===== src/rtl/pc_fetch_unit_pkg.sv =====
// Shared constants for the fetch unit: address field positions, PCLATH page
// bits, default widths and the PC source selector.
package pc_fetch_unit_pkg;

    localparam int            PFU_PC_WIDTH    = 13;
    localparam int            PFU_STACK_DEPTH = 8;
    localparam int            PFU_INSTR_WIDTH = 14;
    localparam logic [13:0]   PFU_NOP_WORD    = 14'h0000;

    // goto/call carry an 11-bit target; the upper two bits come from PCLATH
    localparam int            ADDR_FIELD_MSB  = 10;
    localparam int            PAGE_HI         = 4;
    localparam int            PAGE_LO         = 3;

    typedef enum logic [2:0] {
        PC_HOLD,
        PC_INCR,
        PC_PCL,
        PC_JUMP,
        PC_RET
    } pc_sel_e;

    function automatic pc_sel_e pc_select(
        input logic ret,
        input logic call,
        input logic jmp,
        input logic pcl,
        input logic incr
    );
        if (ret)              return PC_RET;
        else if (call || jmp) return PC_JUMP;
        else if (pcl)         return PC_PCL;
        else if (incr)        return PC_INCR;
        else                  return PC_HOLD;
    endfunction

endpackage


===== src/rtl/pc_fetch_unit_return_stack.sv =====
// Circular return-address stack with saturating occupancy and sticky
// overflow/underflow flags. Pop takes priority over a simultaneous push.
module return_stack #(
    parameter int WIDTH = 13,
    parameter int DEPTH = 8
) (
    input  logic             clk,
    input  logic             rst_n,
    input  logic             push,
    input  logic             pop,
    input  logic [WIDTH-1:0] din,
    output logic [WIDTH-1:0] dout,
    output logic             overflow,
    output logic             underflow
);

    localparam int         PW   = $clog2(DEPTH);
    localparam logic [PW:0] FULL = (PW+1)'(DEPTH);

    logic [WIDTH-1:0] mem_q [DEPTH];
    logic [PW-1:0]    sp_q;
    logic [PW-1:0]    sp_m1;
    logic [PW:0]      occ_q;
    logic             ovf_q;
    logic             unf_q;

    assign sp_m1     = sp_q - 1'b1;
    assign dout      = mem_q[sp_m1];
    assign overflow  = ovf_q;
    assign underflow = unf_q;

    // Entries are not reset: an empty pop deliberately returns stale data.
    always_ff @(posedge clk) begin
        if (push && !pop) mem_q[sp_q] <= din;
    end

    always_ff @(posedge clk) begin
        if (!rst_n) begin
            sp_q  <= '0;
            occ_q <= '0;
            ovf_q <= 1'b0;
            unf_q <= 1'b0;
        end else if (pop) begin
            sp_q <= sp_m1;
            if (occ_q == '0) unf_q <= 1'b1;
            else             occ_q <= occ_q - 1'b1;
        end else if (push) begin
            sp_q <= sp_q + 1'b1;
            if (occ_q == FULL) ovf_q <= 1'b1;
            else               occ_q <= occ_q + 1'b1;
        end
    end

endmodule


===== src/rtl/pc_fetch_unit.sv =====
// Program counter, instruction register and return stack feeding the decoder.
// prog_data reaches outputs only through the registered instr_current.
module pc_fetch_unit
    import pc_fetch_unit_pkg::*;
#(
    parameter int          PC_WIDTH    = PFU_PC_WIDTH,
    parameter int          STACK_DEPTH = PFU_STACK_DEPTH,
    parameter logic [13:0] NOP_WORD    = PFU_NOP_WORD
) (
    input  logic                clk,
    input  logic                rst_n,
    input  logic                instr_rd_en,
    input  logic                instr_flush,
    input  logic                pc_incr_en,
    input  logic                pc_j_en,
    input  logic                pc_call_en,
    input  logic                pc_ret_en,
    input  logic                pcl_wr_en,
    input  logic [7:0]          pcl_wr_data,
    input  logic [4:0]          pclath,
    output logic [PC_WIDTH-1:0] prog_addr,
    input  logic [13:0]         prog_data,
    output logic [13:0]         instr_current,
    output logic [PC_WIDTH-1:0] pc,
    output logic                stack_overflow,
    output logic                stack_underflow
);

    logic [PC_WIDTH-1:0] pc_q, pc_d;
    logic [13:0]         ir_q, ir_d;
    logic [PC_WIDTH-1:0] stack_top;
    logic [PC_WIDTH-1:0] jump_tgt;
    logic [PC_WIDTH-1:0] pcl_tgt;
    pc_sel_e             pc_sel;

    assign jump_tgt = PC_WIDTH'({pclath[PAGE_HI:PAGE_LO], ir_q[ADDR_FIELD_MSB:0]});
    assign pcl_tgt  = PC_WIDTH'({pclath, pcl_wr_data});
    assign pc_sel   = pc_select(pc_ret_en, pc_call_en, pc_j_en, pcl_wr_en, pc_incr_en);

    always_comb begin
        pc_d = pc_q;
        unique case (pc_sel)
            PC_RET:  pc_d = stack_top;
            PC_JUMP: pc_d = jump_tgt;
            PC_PCL:  pc_d = pcl_tgt;
            PC_INCR: pc_d = pc_q + 1'b1;
            default: pc_d = pc_q;
        endcase
    end

    // Flush beats read so a skipped or jumped-over word never reaches decode.
    always_comb begin
        ir_d = ir_q;
        if (instr_flush)      ir_d = NOP_WORD;
        else if (instr_rd_en) ir_d = prog_data;
    end

    always_ff @(posedge clk) begin
        if (!rst_n) begin
            pc_q <= '0;
            ir_q <= NOP_WORD;
        end else begin
            pc_q <= pc_d;
            ir_q <= ir_d;
        end
    end

    // A call colliding with a return is suppressed so the return wins cleanly.
    return_stack #(
        .WIDTH (PC_WIDTH),
        .DEPTH (STACK_DEPTH)
    ) u_stack (
        .clk       (clk),
        .rst_n     (rst_n),
        .push      (pc_call_en & ~pc_ret_en),
        .pop       (pc_ret_en),
        .din       (pc_q),
        .dout      (stack_top),
        .overflow  (stack_overflow),
        .underflow (stack_underflow)
    );

    assign prog_addr     = pc_q;
    assign pc            = pc_q;
    assign instr_current = ir_q;

endmodule


===== config.mk =====
export PLATFORM = sky130hd
export DESIGN_NAME = pc_fetch_unit
export DESIGN_NICKNAME = d
export VERILOG_FILES = /design/src/rtl/pc_fetch_unit_pkg.sv /design/src/rtl/pc_fetch_unit_return_stack.sv /design/src/rtl/pc_fetch_unit.sv
export SDC_FILE = /design/constraint.sdc
export NUM_CORES = 1
export LEC_CHECK = 0
export CORE_MARGIN = 5
export CORE_UTILIZATION = 40
export DETAILED_ROUTE_END_ITERATION = 8
export MAX_ROUTING_LAYER = met4
export PLACE_DENSITY_LB_ADDON = 0.25
export SYNTH_ARGS = -nofsm -noshare
export SYNTH_HDL_FRONTEND = slang
export SYNTH_SLANG_ARGS = --single-unit

===== constraint.sdc =====
create_clock -name clk -period 3 [get_ports clk]
set_input_delay 0.3 -clock clk [delete_from_list [all_inputs] [get_ports clk]]
set_output_delay 0.3 -clock clk [all_outputs]
set_load 0.1 [all_outputs]

==> impl_metrics.py <==
metrics = {
    "timing": {
        "slew_headroom_pct": 42.7,
        "rsz0062_at_grt": "false",
        "slew_violations": 0,
        "clock.fmax_mhz": 433,
        "fin_worst_skew_ns": 0.00655,
        "worst_pin_slew_ns": 0.856,
        "setup_viol": 0,
        "finalSetupTns_ns": 0,
        "fin_crit_ns": 2.31,
        "finalHoldViolations": 0,
        "layout_worst_path_cycle_share_pct": 76.9,
    },
    "logic_synthesis": {
        "syn_inst": 424,
        "async_reset_ff_share_pct": 0,
        "synth.avg_cell_area_um2": 14.3,
        "ys_ff_latch": 140,
        "yosysTopAreaCell": "edfxtp_1",
        "ys_seq_area_share_pct": 63.3,
        "synth_top_family_by_area": "multiplexers",
        "syn_nets": 466,
        "synth-compound-area-share_pct": 7.76,
        "ys_types": 52,
        "yosys.area_share.simple_pct": 7.85,
        "netlist_area_um2": 6080,
        "synth_flop_cell": "edfxtp_1",
        "ys_top_cells_by_area": "edfxtp_1, dfxtp_1, mux4_2",
        "synth_top_cell_area_share_pct": 51.4,
        "synth_mux_area_share_pct": 13.9,
        "synth_edf_count": 104,
        "yosys.area_share.adder_pct": 1.36,
        "synth_warnings": 0,
        "synth-xor-area-share_pct": 2.33,
    },
    "clocking": {
        "cts.sinks": 140,
        "root_buffer": "clkbuf_16",
        "cts_hold_buffers": 0,
        "clk_pin_slew_ns": 0.06,
        "cts_buffer_depth": 2,
        "postCtsSetupRepairBufs": 0,
        "clkLatencyLatePin_ns": 0.42,
        "cts-resized-gates": 0,
        "h-tree-depth": 4,
        "cts_buffers": 17,
        "cts_tree": "built",
    },
    "power_and_ir_drop": {
        "netSwitchingFraction_pct": 30.3,
        "peakVddDrop_uv": 493,
        "switchingPower_mw": 1.72,
        "clock_power_share_pct": 36.4,
        "p_leak_nw": 2.70,
        "power_frac_seq_pct": 41.0,
        "p_per_area_nw_per_um2": 751,
        "internal_power_mw": 3.95,
        "power_frac_comb_pct": 22.6,
    },
    "route": {
        "route.detailed.drc": 0,
        "drtIter0Drc": 319,
        "ant_nets": 0,
        "vias": 3836,
        "drt-total-wl_um": 14500,
        "wl_per_cell_um": 20.6,
        "viasPerCell": 5.43,
        "drt_pass1_iterations": 5,
    },
    "worst_setup_path": {
        "start_kind": "flip-flop",
        "cp.arrival_ns": 2.61,
        "crit_required_ns": 3.31,
        "critical_path_class": "reg2reg",
        "end_kind": "flip-flop",
        "crit_fanout": 7,
    },
    "global_route": {
        "grt_start_max_net_pins": 30,
        "gr-usage-met1_pct": 23.5,
        "grt_overflow": 0,
        "grt.total_usage_pct": 17.6,
        "busiest_layer": "met2",
        "grtUsageMet2_pct": 26.6,
        "use_met3_pct": 4.49,
        "grt_pass1_wl_um": 22600,
        "first_global_vias": 3787,
        "grt_antenna_before_repair": 0,
    },
    "floorplanning": {
        "core-area_um2": 15000,
        "rows": 45,
        "die_h_um": 133,
        "ios": 78,
        "die_area_um2": 17800,
        "die_w_um": 133,
        "initial_utilization_pct": 40.4,
    },
    "layout": {
        "mostFrequentLayoutCells": "edfxtp_1, buf_4, nor2_1",
        "nets": 548,
        "diodes": 0,
        "area.growth.synth_to_final_pct": 24.2,
        "drive_gt1_share_pct": 23.7,
        "final_util_pct": 50.2,
        "layout_commonest_cell": "edfxtp_1",
        "n_fill_cell": 1270,
    },
    "place": {
        "portBuffers": 77,
        "gp_congestion": 0.892,
        "hpwl_um": 9620,
    },
    "job": {
        "maxCapViolCount": 0,
    },
    "run_status": {
        "status": "finished, final reports clean",
    },
    "worst_hold_path": {
        "min_path_type": "reg2reg",
    },
}
final timing paths:
path | startpoint | end | slack [ns] | cells after the start
setup / recovery | u_stack.sp_q[0] | pc[12] | 0.69 | 7
hold / removal | u_stack.underflow | u_stack.underflow | 0.48 | 1
hold reg to reg | u_stack.underflow | u_stack.underflow | 0.48 | 1
setup reg to reg | u_stack.sp_q[0] | pc[12] | 0.69 | 7
synth_stat cells, drive strengths merged (2+ instances only):
master,count
xor2,6
and2,4
inv,6
a211oi,9
o221a,2
o22ai,4
or3,2
o31ai,4
a21oi,24
o221ai,2
nand4,3
dfxtp,36
nand3,8
mux2i,23
xnor2,8
and3,3
mux4,26
nand2,15
ha,5
buf,22
o21ai,15
edfxtp,104
o21a,3
clkbuf,13
a221oi,2
nand2b,3
nor2b,5
nor3,7
nor2,42
and4,2
layer usage:
layer  vias to the layer above  part of all wire, %
met3                        19                  3.9
met5                         -                    0
li1                       1784                    -
met2                        89                   49
met1                      1944                   46
met4                         0                  1.5
cells by family (layout without fill, tap and decap cells):
| family | count (synthesis) | count (layout) |
|---|---|---|
| DFF | 140 | 140 |
| and+or+nand+nor | 99 | 99 |
| AOI/OAI and AO/OA | 74 | 74 |
| muxes | 50 | 50 |
| buffers and inverters | 41 | 135 |
| xor gates and xnor gates | 14 | 14 |
| adders and majority gates | 6 | 6 |
worst max-delay path, cell delays in order (launching register included):
cell and delay [ns]:
dfxtp_2 0.31, inv_1 0.15, ha_1 0.29, xor2_4 0.38
mux4_1 0.60, nor3b_1 0.15, a211oi_1 0.22, a21oi_1 0.09
stage by stage:
| stage | hold WS [ns] | area [um^2] | std cells | total power, mW | worst slack, ns |
|---|---|---|---|---|---|
| 2_1_floorplan | 0.447 | 6080 | 424 | 3.34 | 0.383 |
| 3_3_place_gp | 0.452 | 6960 | 675 | 3.64 | 0.631 |
| 6_report | 0.477 | 7540 | 706 | 5.67 | 0.693 |
| 3_5_place_dp | 0.470 | 6960 | 675 | 3.65 | 0.490 |
| 4_1_cts | 0.476 | 7540 | 706 | 5.73 | 0.676 |
| 5_1_grt | 0.471 | 7540 | 706 | 5.91 | 0.577 |
registers in the layout, summed over array words and instances, names as in the netlist:
name	flops
u_stack.mem_q	104
u_stack.sp_q	3
u_stack.underflow	1
pc	13
u_stack.overflow	1
u_stack.occ_q	4
instr_current	14
power by group through the flow:
stage | Sequential, mW | Combinational (mW) | Clock [mW]
after floorplan | 2.60 | 0.739 | 0
after detailed placement | 2.36 | 1.29 | 0
after CTS | 2.32 | 1.30 | 2.11
final | 2.32 | 1.28 | 2.07
after global placement | 2.35 | 1.29 | 0
after global routing | 2.34 | 1.36 | 2.21
area by class of cell:
class                      instances  area, um^2  area share [%]
timing repair buffer              98         836            11.1
sequential                       140        3840            51.0
tap                              188         235            3.12
clock inverter                    12         149            1.97
clock buffer                      19         433            5.74
inverter                           6        22.5           0.299
multi-input combinational        243        2020            26.8
(Power assumes the default switching activity.)
